<file path="src/rtl/sobel_pkg.sv">
// rtl/sobel_pkg.sv - kernel weights, mode encoding, marker type and pixel helpers for sobel_stream
package sobel_pkg;

  localparam int MIN_DIM  = 3;
  localparam int W_EDGE   = 1;
  localparam int W_CENTER = 2;

  typedef enum logic {
    MODE_BIN = 1'b0,
    MODE_MAG = 1'b1
  } sobel_mode_e;

  typedef struct packed {
    logic sof;
    logic eol;
    logic eof;
  } sobel_mark_t;

  // Edge pixels are drawn black (all zeros), flat areas white (all ones of width dw).
  function automatic logic [31:0] bw_value(input int dw, input logic is_white);
    return is_white ? ((32'd1 << dw) - 32'd1) : 32'd0;
  endfunction

endpackage

</file>
<file path="src/rtl/sobel_line_buf.sv">
// rtl/sobel_line_buf.sv - two-row shift line buffer, written on accept, read combinationally at the column address
module sobel_line_buf #(
  parameter int IMG_W = 100,
  parameter int DW    = 8
) (
  input  logic                     clk_i,
  input  logic                     we_i,
  input  logic [$clog2(IMG_W)-1:0] addr_i,
  input  logic [DW-1:0]            din_i,
  output logic [DW-1:0]            row1_o,
  output logic [DW-1:0]            row2_o
);

  // Contents are left unreset: the first two lines of every frame overwrite them before use.
  logic [DW-1:0] lb0_q [IMG_W];
  logic [DW-1:0] lb1_q [IMG_W];

  assign row1_o = lb0_q[addr_i];
  assign row2_o = lb1_q[addr_i];

  always_ff @(posedge clk_i) begin
    if (we_i) begin
      lb0_q[addr_i] <= din_i;
      lb1_q[addr_i] <= lb0_q[addr_i];
    end
  end

endmodule

</file>
<file path="src/rtl/sobel_stream.sv">
// rtl/sobel_stream.sv - streaming 3x3 Sobel |Gx|+|Gy| edge detector with frame/line markers
// Define SOBEL_MAG_EN to add the mode port and saturated magnitude output.
module sobel_stream
  import sobel_pkg::*;
#(
  parameter int IMG_W = 100,
  parameter int IMG_H = 100,
  parameter int DW    = 8
) (
  input  logic          sys_clk,
  input  logic          sys_rst,
  input  logic          pi_flag,
  input  logic [DW-1:0] pi_data,
  input  logic          pi_sof,
  input  logic [DW-1:0] thr,
`ifdef SOBEL_MAG_EN
  input  logic          mode,
`endif
  output logic          po_flag,
  output logic [DW-1:0] po_data,
  output logic          po_sof,
  output logic          po_eol,
  output logic          po_eof,
  output logic          err_frame
);

  localparam int MW = DW + 3;
  localparam int CW = $clog2(IMG_W);
  localparam int RW = $clog2(IMG_H);
  localparam logic [DW-1:0] BLACK    = DW'(bw_value(DW, 1'b0));
  localparam logic [DW-1:0] WHITE    = DW'(bw_value(DW, 1'b1));
  localparam logic [CW-1:0] COL_LAST = CW'(IMG_W - 1);
  localparam logic [RW-1:0] ROW_LAST = RW'(IMG_H - 1);

  if (IMG_W < MIN_DIM || IMG_H < MIN_DIM) begin : g_dim_check
    $error("sobel_stream: IMG_W and IMG_H must both be at least %0d", MIN_DIM);
  end

  logic [CW-1:0] col_q, col_d, pos_col;
  logic [RW-1:0] row_q, row_d, pos_row;
  logic [DW-1:0] lb_top, lb_mid;

  // A pixel flagged pi_sof is taken as (0,0) regardless of where the counters were.
  always_comb begin
    pos_col = pi_sof ? '0 : col_q;
    pos_row = pi_sof ? '0 : row_q;
    col_d   = col_q;
    row_d   = row_q;
    if (pi_flag) begin
      if (pos_col == COL_LAST) begin
        col_d = '0;
        row_d = (pos_row == ROW_LAST) ? '0 : pos_row + 1'b1;
      end else begin
        col_d = pos_col + 1'b1;
        row_d = pos_row;
      end
    end
  end

  sobel_line_buf #(
    .IMG_W (IMG_W),
    .DW    (DW)
  ) u_line_buf (
    .clk_i  (sys_clk),
    .we_i   (pi_flag),
    .addr_i (pos_col),
    .din_i  (pi_data),
    .row1_o (lb_mid),
    .row2_o (lb_top)
  );

  logic [DW-1:0] win_q [3][3];
  logic          win_vld_q, win_vld_d;
  sobel_mark_t   win_mk_q, win_mk_d;

  always_comb begin
    win_vld_d    = pi_flag && (pos_row >= RW'(2)) && (pos_col >= CW'(2));
    win_mk_d.sof = (pos_row == RW'(2)) && (pos_col == CW'(2));
    win_mk_d.eol = (pos_col == COL_LAST);
    win_mk_d.eof = (pos_col == COL_LAST) && (pos_row == ROW_LAST);
  end

  logic [MW-1:0]        sum_l, sum_r, sum_t, sum_b;
  logic signed [MW-1:0] gx_d, gy_d, gx_q, gy_q;
  logic                 grad_vld_q;
  sobel_mark_t          grad_mk_q;

  // Column/row sums stay below 2^(DW+2), so the signed difference never wraps.
  always_comb begin
    sum_l = MW'(W_EDGE * win_q[0][0]) + MW'(W_CENTER * win_q[1][0]) + MW'(W_EDGE * win_q[2][0]);
    sum_r = MW'(W_EDGE * win_q[0][2]) + MW'(W_CENTER * win_q[1][2]) + MW'(W_EDGE * win_q[2][2]);
    sum_t = MW'(W_EDGE * win_q[0][0]) + MW'(W_CENTER * win_q[0][1]) + MW'(W_EDGE * win_q[0][2]);
    sum_b = MW'(W_EDGE * win_q[2][0]) + MW'(W_CENTER * win_q[2][1]) + MW'(W_EDGE * win_q[2][2]);
    gx_d  = $signed(sum_r) - $signed(sum_l);
    gy_d  = $signed(sum_t) - $signed(sum_b);
  end

  logic [MW-1:0] abs_x, abs_y, mag_d, mag_q;
  logic          mag_vld_q;
  sobel_mark_t   mag_mk_q;

  always_comb begin
    abs_x = gx_q[MW-1] ? -gx_q : gx_q;
    abs_y = gy_q[MW-1] ? -gy_q : gy_q;
    mag_d = abs_x + abs_y;
  end

  logic [DW-1:0] pix_d;

  always_comb begin
    pix_d = (mag_q > MW'(thr)) ? BLACK : WHITE;
`ifdef SOBEL_MAG_EN
    if (mode == MODE_MAG) begin
      pix_d = (mag_q > MW'(WHITE)) ? WHITE : mag_q[DW-1:0];
    end
`endif
  end

  always_ff @(posedge sys_clk) begin
    if (sys_rst) begin
      col_q      <= '0;
      row_q      <= '0;
      for (int r = 0; r < 3; r++) begin
        for (int c = 0; c < 3; c++) begin
          win_q[r][c] <= '0;
        end
      end
      win_vld_q  <= 1'b0;
      win_mk_q   <= '0;
      grad_vld_q <= 1'b0;
      grad_mk_q  <= '0;
      gx_q       <= '0;
      gy_q       <= '0;
      mag_vld_q  <= 1'b0;
      mag_mk_q   <= '0;
      mag_q      <= '0;
      po_flag    <= 1'b0;
      po_data    <= '0;
      po_sof     <= 1'b0;
      po_eol     <= 1'b0;
      po_eof     <= 1'b0;
      err_frame  <= 1'b0;
    end else begin
      col_q <= col_d;
      row_q <= row_d;
      if (pi_flag) begin
        for (int r = 0; r < 3; r++) begin
          win_q[r][0] <= win_q[r][1];
          win_q[r][1] <= win_q[r][2];
        end
        win_q[0][2] <= lb_top;
        win_q[1][2] <= lb_mid;
        win_q[2][2] <= pi_data;
      end
      win_vld_q  <= win_vld_d;
      win_mk_q   <= win_mk_d;
      err_frame  <= pi_flag && pi_sof && ((col_q != '0) || (row_q != '0));

      // Stages past the window never stall, so gaps in pi_flag simply drain the pipe.
      grad_vld_q <= win_vld_q;
      grad_mk_q  <= win_mk_q;
      gx_q       <= gx_d;
      gy_q       <= gy_d;
      mag_vld_q  <= grad_vld_q;
      mag_mk_q   <= grad_mk_q;
      mag_q      <= mag_d;
      po_flag    <= mag_vld_q;
      po_sof     <= mag_vld_q && mag_mk_q.sof;
      po_eol     <= mag_vld_q && mag_mk_q.eol;
      po_eof     <= mag_vld_q && mag_mk_q.eof;
      if (mag_vld_q) begin
        po_data <= pix_d;
      end
    end
  end

endmodule

</file>
<file path="config.mk">
export PLATFORM = sky130hd
export DESIGN_NAME = sobel_stream
export DESIGN_NICKNAME = d
export VERILOG_FILES = /design/src/rtl/sobel_pkg.sv /design/src/rtl/sobel_line_buf.sv /design/src/rtl/sobel_stream.sv
export SDC_FILE = /design/constraint.sdc
export NUM_CORES = 2
export LEC_CHECK = 0
export BUFFER_PORTS_ARGS = -buffer_cell sky130_fd_sc_hd__buf_2
export CAP_MARGIN = 20
export CORE_MARGIN = 2
export CORE_UTILIZATION = 45
export DETAILED_ROUTE_END_ITERATION = 10
export PLACE_DENSITY = 0.7
export SYNTH_ARGS = -nofsm -noshare
export SYNTH_HDL_FRONTEND = slang
export SYNTH_SLANG_ARGS = --single-unit
</file>
<file path="constraint.sdc">
create_clock -name sys_clk -period 14.53 [get_ports sys_clk]
set_input_delay 2.1795 -clock sys_clk [delete_from_list [all_inputs] [get_ports sys_clk]]
set_output_delay 2.1795 -clock sys_clk [all_outputs]
set_load 0.005 [all_outputs]
</file>
Word-level counts from Yosys, hierarchy flattened
Memory sizes are Yosys's and may differ from the RTL's.
Cells that the tools add are included.
{ "totals": {"word_cells": 92, "inputBits": 20, "register_bits": 72, "mem_count": 3, "ramBits": 1672} }
{ "op_classes": {"n_bitwise": 9, "eq_ne": 4, "order_cmp": 3, "add_sub_neg": 15, "n_reduce_logical": 12, "mux": 23} }
{ "memory_table": {"columns": ["name", "words", "width", "rd", "rd_clocked_by_memory_dff", "write_ports", "line_no", "source"], "rows": [
  ["u_line_buf.lb0_q", 100, 8, 1, 0, 1, "sobel_line_buf.sv:15", "logic [DW-1:0] lb0_q [IMG_W];"],
  ["u_line_buf.lb1_q", 100, 8, 1, 0, 1, "sobel_line_buf.sv:16", "logic [DW-1:0] lb1_q [IMG_W];"],
  ["win_q", 3, 24, 3, 0, 3, "sobel_stream.sv:72", "logic [DW-1:0] win_q [3][3];"]
]} }
{ "ops": {"columns": ["operator", "count"], "rows": [
  ["8-bit two-way mux", 10],
  ["10-bit by 8-bit adder with 11-bit output", 4],
  ["8-bit by 9-bit adder with 10-bit output", 4],
  ["7-bit two-way mux", 5],
  ["11-bit two-way mux", 2],
  ["11-bit negation", 2],
  ["11-bit subtractor", 2],
  ["7-bit by 1-bit adder with 7-bit output (second input constant)", 2],
  ["7-bit by 2-bit equality test with 1-bit output (second input constant)", 2],
  ["7-bit equality test (second input constant)", 2],
  ["7-bit by 2-bit greater-or-equal comparator with 1-bit output (second input constant)", 2],
  ["7-bit nonzero test", 2],
  ["11-bit adder", 1],
  ["11-bit by 8-bit greater-than comparator with 1-bit output", 1],
  ["1-bit logical AND", 9],
  ["1-bit OR", 9],
  ["1-bit two-way mux", 6],
  ["1-bit logical OR", 1]
]} }

Logic depth before layout (Yosys ltp)
{ "logic_depth": {"ltp_word": 4, "mapped_depth": 16, "mapped_depth_nobuf": 16} }

Modules after synthesis
Synthesis repeated with hierarchy kept, for this count alone.
{ "unflattened": {"cells_unflattened": 4409, "hier_area_um2": 70216.1} }
{ "modules_own_cells": {"columns": ["mod", "seq_area_each_um2", "area_per_inst_um2", "cells_per_inst", "instances"], "rows": [
  ["sobel_line_buf", 48046.1, 61804.3, 3593, 1],
  ["sobel_stream", 3463.3, 8411.8, 816, 1]
]} }

Worst setup path after synthesis
No wires, ideal clock.
{ "synth_timing": {"path_type": "input to register", "start": "input pi_sof", "end": "memory win_q[0][30] (netlist name) (data pin)", "setup_ps": 272, "stages": 12, "required_time_ps": 14258, "t_arrival_ps": 5973, "setup_slack_ps": 8285, "path_cell_list": "buf_6 buf_4 inv_2 o21ai_2 buf_2 buf_2 buf_2 a222oi_1 a21oi_1 nor4_1 nand4_1 and2_1"} }
{ "synth_lines": {"columns": ["element", "line_no", "source"], "rows": [
  ["from (decl)", "sobel_stream.sv:14", "input logic pi_sof,"],
  ["to (decl)", "sobel_stream.sv:72", null]
]} }

Worst setup path in the final report
{ "layout_timing": {"start": "input pi_sof", "end": "memory u_line_buf.lb1_q[3][7] (data pin)"} }
{ "layout_via": {"elab_chain_cells": 2} }
{ "layout_lines": {"columns": ["element", "line_no", "source"], "rows": [
  ["7-bit two-way mux", "sobel_stream.sv:45", "pos_col = pi_sof ? '0 : col_q;"],
  ["memory 100 x 8 bit", null, null],
  ["via lb_mid[7]", "sobel_stream.sv:41", "logic [DW-1:0] lb_top, lb_mid;"],
  ["to (decl)", "sobel_line_buf.sv:16", null]
]} }
The timed path passes the listed nets, and every way through them passes these cells.

==> summary by stage <==
Status
The run finished with clean final reports.

Min path
The beginning of the worst hold path is mag_mk_q[2]. In this run the worst hold path is classified as reg -> reg.

Yosys
Synthesis inferred 1,737 register bits. Counting every instance in the synthesized netlist gives 4,478. The cell area after technology mapping is 0.0709 mm2. After synthesis, the cell types taking the most area are sky130_fd_sc_hd__edfxtp_1 (71%), sky130_fd_sc_hd__mux2i_1 (5.1%), sky130_fd_sc_hd__dfxtp_1 (1.8%). The average cell area after synthesis is 15.8 um2. The proportion of synthesized flip-flops having asynchronous set or reset is 0%. The yosys synthesis warning count is 0. The library cell with the largest summed area after synthesis is sky130_fd_sc_hd__edfxtp_1. The synthesized design devotes to its leading area cell type 70.8% of total area.

Yosys mapped the design onto 88 distinct sky130hd cell types. The sequential cell area fraction in the yosys report is 72.6%. The synthesized netlist net count is 4,609. Among all flip-flop cells after synthesis, the most frequent one is sky130_fd_sc_hd__edfxtp_1. The number of enable flip-flop cells after synthesis is 1,672.

STA
The post-route minimum period is 6.87 ns. Of the available clock period, the critical path in the final layout requires 47.3%. On the final layout, the worst clock skew is 0.0523 ns. After routing, the total negative slack on setup checks comes to 0 ns.

Setup repair after global routing left no endpoint under its margin. The upper clock frequency limit is 146 MHz. The worst pin sits at a relative slew slack of 12.6%. The number of pins with negative max-slew slack in the final report is 0. The final setup violation count is 0. The final hold violation count is 0. At the pin with the least slew margin, the transition time is 1.28 ns.

Clocking
The maximum buffer depth of the clock tree is 3. The post-CTS clock slew at the launch and capture registers of the worst setup and hold paths is 0.06 ns. The H-tree was split into 4 levels.

The clock tree from TritonCTS is done. In this run the post-CTS setup repair buffer count came out at 0. The count of cells resized by post-cts repair is 0. The number of sinks handled by clock tree synthesis is 1,737. The number of buffers inserted during clock tree synthesis is 172. In this run the clock root is driven by a sky130_fd_sc_hd__clkbuf_16.

The latest clock arrival within the worst-skew pair is 0.84 ns. After clock tree synthesis, the flow added hold-fix buffers numbering 0.

Setup path
The worst setup path is captured at a flop. The critical path goes through buf_6 -> buf_12 -> or3b_4 -> buf_4 -> nor2_1 -> a2111oi_0 -> o22ai_1 -> a2111oi_0 -> nand3_4 -> buf_4. The critical path is of the in -> reg type. The standard cell with the maximum stage delay on the critical path is sky130_fd_sc_hd__a2111oi_0. The kind of start point of the critical path is an input pin. At the worst endpoint, the required time is 14.92 ns.

The source of the critical timing path is pi_sof. On the critical path the largest part of the delay comes from compound AO/OA/AOI/OAI gates. The highest cell delay on the worst timing path is 0.81 ns. Of all nets on the critical path, the largest fanout is 73. The count of buffer and inverter cells on the critical path is 4. The launching point of the worst reg2reg path is col_q[0].

The setup check on the worst reg-to-reg path leaves a slack of 8.29 ns. The worst endpoint data arrival time is 7.26 ns.

Detailed routing
After detailed routing, the met3 layer carries 31.2 mm of wire. The per-cell via count in the routed design is 6.39. The number of vias in the routed layout is 43,700. The highest layer touched by signal routing is met5. The total routed wire length on the met1 layer is 80.0 mm.

The count of nets left with antenna violations once routing finished came out at 0. The first detailed-routing pass took 9 iterations. The number of violations reported at the end of detailed-routing iteration 0 is 7,402.

After detailed routing, the total wire length is 221 mm. After detailed routing, the average wire length per cell comes to 32.3 um. The number of remaining DRC errors is 0. The routed design uses 95.0 mm of met2 wire.

Global routing
Entering global routing, the biggest net connects 107 pins. The number of global-route vias before repair is 41,900. The overall fraction of global-route tracks in use is 27.0%.

The initial antenna violation count is 10. The total overflow reported by the global router is 0. The first-pass GRT wire length is 310 mm.

Power
The maximum ir drop on the vdd rail is 0.101 mV. The power density over the cells is 141 mW/mm2. In this run the static leakage power is 26.1 nW.

Placed design
The post-DP HPWL is 136 mm. In this run the tool buffered the top-level ports with 32 buffer cells. The instance area at placement is 0.0743 mm2.

Routability-driven placement finished with a final weighted congestion of 1.08.

Finish
Summing all flip-flop and latch instances after layout gives 0.0515 mm2. The fraction of final layout cells with drive strength greater than 1 is 13.5%. The final-layout fill cell count is 12,600.

From synthesis to final layout, the design area changed by 12.4%. The finished cells cover 0.0797 mm2. The area taken by multi-input logic gates is 0.0176 mm2. The commonest non-fill, non-tap cell in the layout is sky130_fd_sc_hd__edfxtp_1. In the final design database the tool counted 4,766 nets.

In the layout the commonest cells are sky130_fd_sc_hd__edfxtp_1 (1,672), sky130_fd_sc_hd__mux2i_1 (361), sky130_fd_sc_hd__nor2_1 (330).

Floorplan
The count of standard-cell rows is 145. The initial standard-cell utilization of the core is 45.4%. In this run the horizontal extent of the chip is 401 um. Pin placement for this block handled 33 I/O pins. The total area inside the core boundary comes to 0.156 mm2. The die is 401 um tall.

The die covers 0.161 mm2.

Job
The number of maximum-capacitance violations is 0.
[synth_stat cells, drive strengths merged (15+ instances only)]
library cell and n:
edfxtp 1672, mux2i 361, nor2 334, buf 163
o22ai 155, inv 149, nand2 144, a22oi 130
clkbuf 122, o21ai 118, a21oi 106, mux2 74
a22o 69, dfxtp 65, fa 63, and2 56
a221oi 49, ha 48, nor2b 48, nor3 47
a2111oi 42, a211oi 39, xnor2 26, nand3 25
a31oi 23, mux4 22, o31ai 20, a32oi 18
o221ai 18, a222oi 16, nor3b 16, and3 15
nand3b 15, o2bb2ai 15
[state kept, by name, indices dropped and copies added, names as in the netlist]
signal            cells
u_line_buf.lb0_q    800
u_line_buf.lb1_q    800
win_q                72
gx_q                 11
gy_q                 11
mag_q                11
col_q                 7
row_q                 7
grad_mk_q             3
mag_mk_q              3
win_mk_q              3
err_frame             1
grad_vld_q            1
mag_vld_q             1
po_data               1
po_eof                1
po_eol                1
po_flag               1
po_sof                1
win_vld_q             1
[through the flow]
| step | hold WS, ns | utilization, % | total power, mW | std cells | setup slack, ns |
|---|---|---|---|---|---|
| final | 0.429 | 51.0 | 11.3 | 6833 | 7.66 |
| after CTS | 0.435 | 50.9 | 11.3 | 6824 | 8.00 |
| after global placement | 0.420 | 47.5 | 7.04 | 6508 | 7.31 |
| after global routing | 0.450 | 51.0 | 11.6 | 6831 | 7.69 |
| after floorplan | 0.406 | - | 6.65 | 4478 | 8.29 |
| after detailed placement | 0.422 | 47.5 | 7.06 | 6513 | 7.12 |
[worst paths after layout]
check                                         endpoint  depth (start not counted)
worst min-delay path                            po_sof                          1
worst min register to register                  po_sof                          1
worst max-delay path            u_line_buf.lb1_q[3][7]                         10
worst max register to register  u_line_buf.lb1_q[0][1]                          9
[layout make-up]
type	count	area share [%]
Inverter	151	0.717
Multi-Input combinational cell	2305	22.1
Antenna cell	3	0.00941
Clock inverter	91	1.10
Sequential cell	1737	64.6
Clock buffer	220	5.67
Tap cell	2058	3.23
Timing Repair Buffer	268	2.55
[kinds of logic after synthesis]
group,Yosys count,synth area share [%]
buffers and inverters,436,2.83
flip-flops,1737,72.6
AND/OR/NAND/NOR,779,5.27
AO/OA/AOI/OAI,923,9.28
XOR/XNOR,35,0.432
adder cells (fa/ha/maj),111,2.62
multiplexers,457,6.97
[where the power goes]
part / internal (mW) / switching [mW] / leakage [nW]
sequential: 5.60 / 0.0507 / 15.7
clock: 2.35 / 1.93 / 2.61
combinational: 0.492 / 0.833 / 7.76
[routing by layer]
layer | vias to the layer above | track usage [%]
met5 | - | 0.149
met4 | 6 | 15.9
met3 | 698 | 9.36
met2 | 3349 | 39.1
met1 | 21800 | 35.2
li1 | 17800 | -
(Power assumes the default switching activity.)
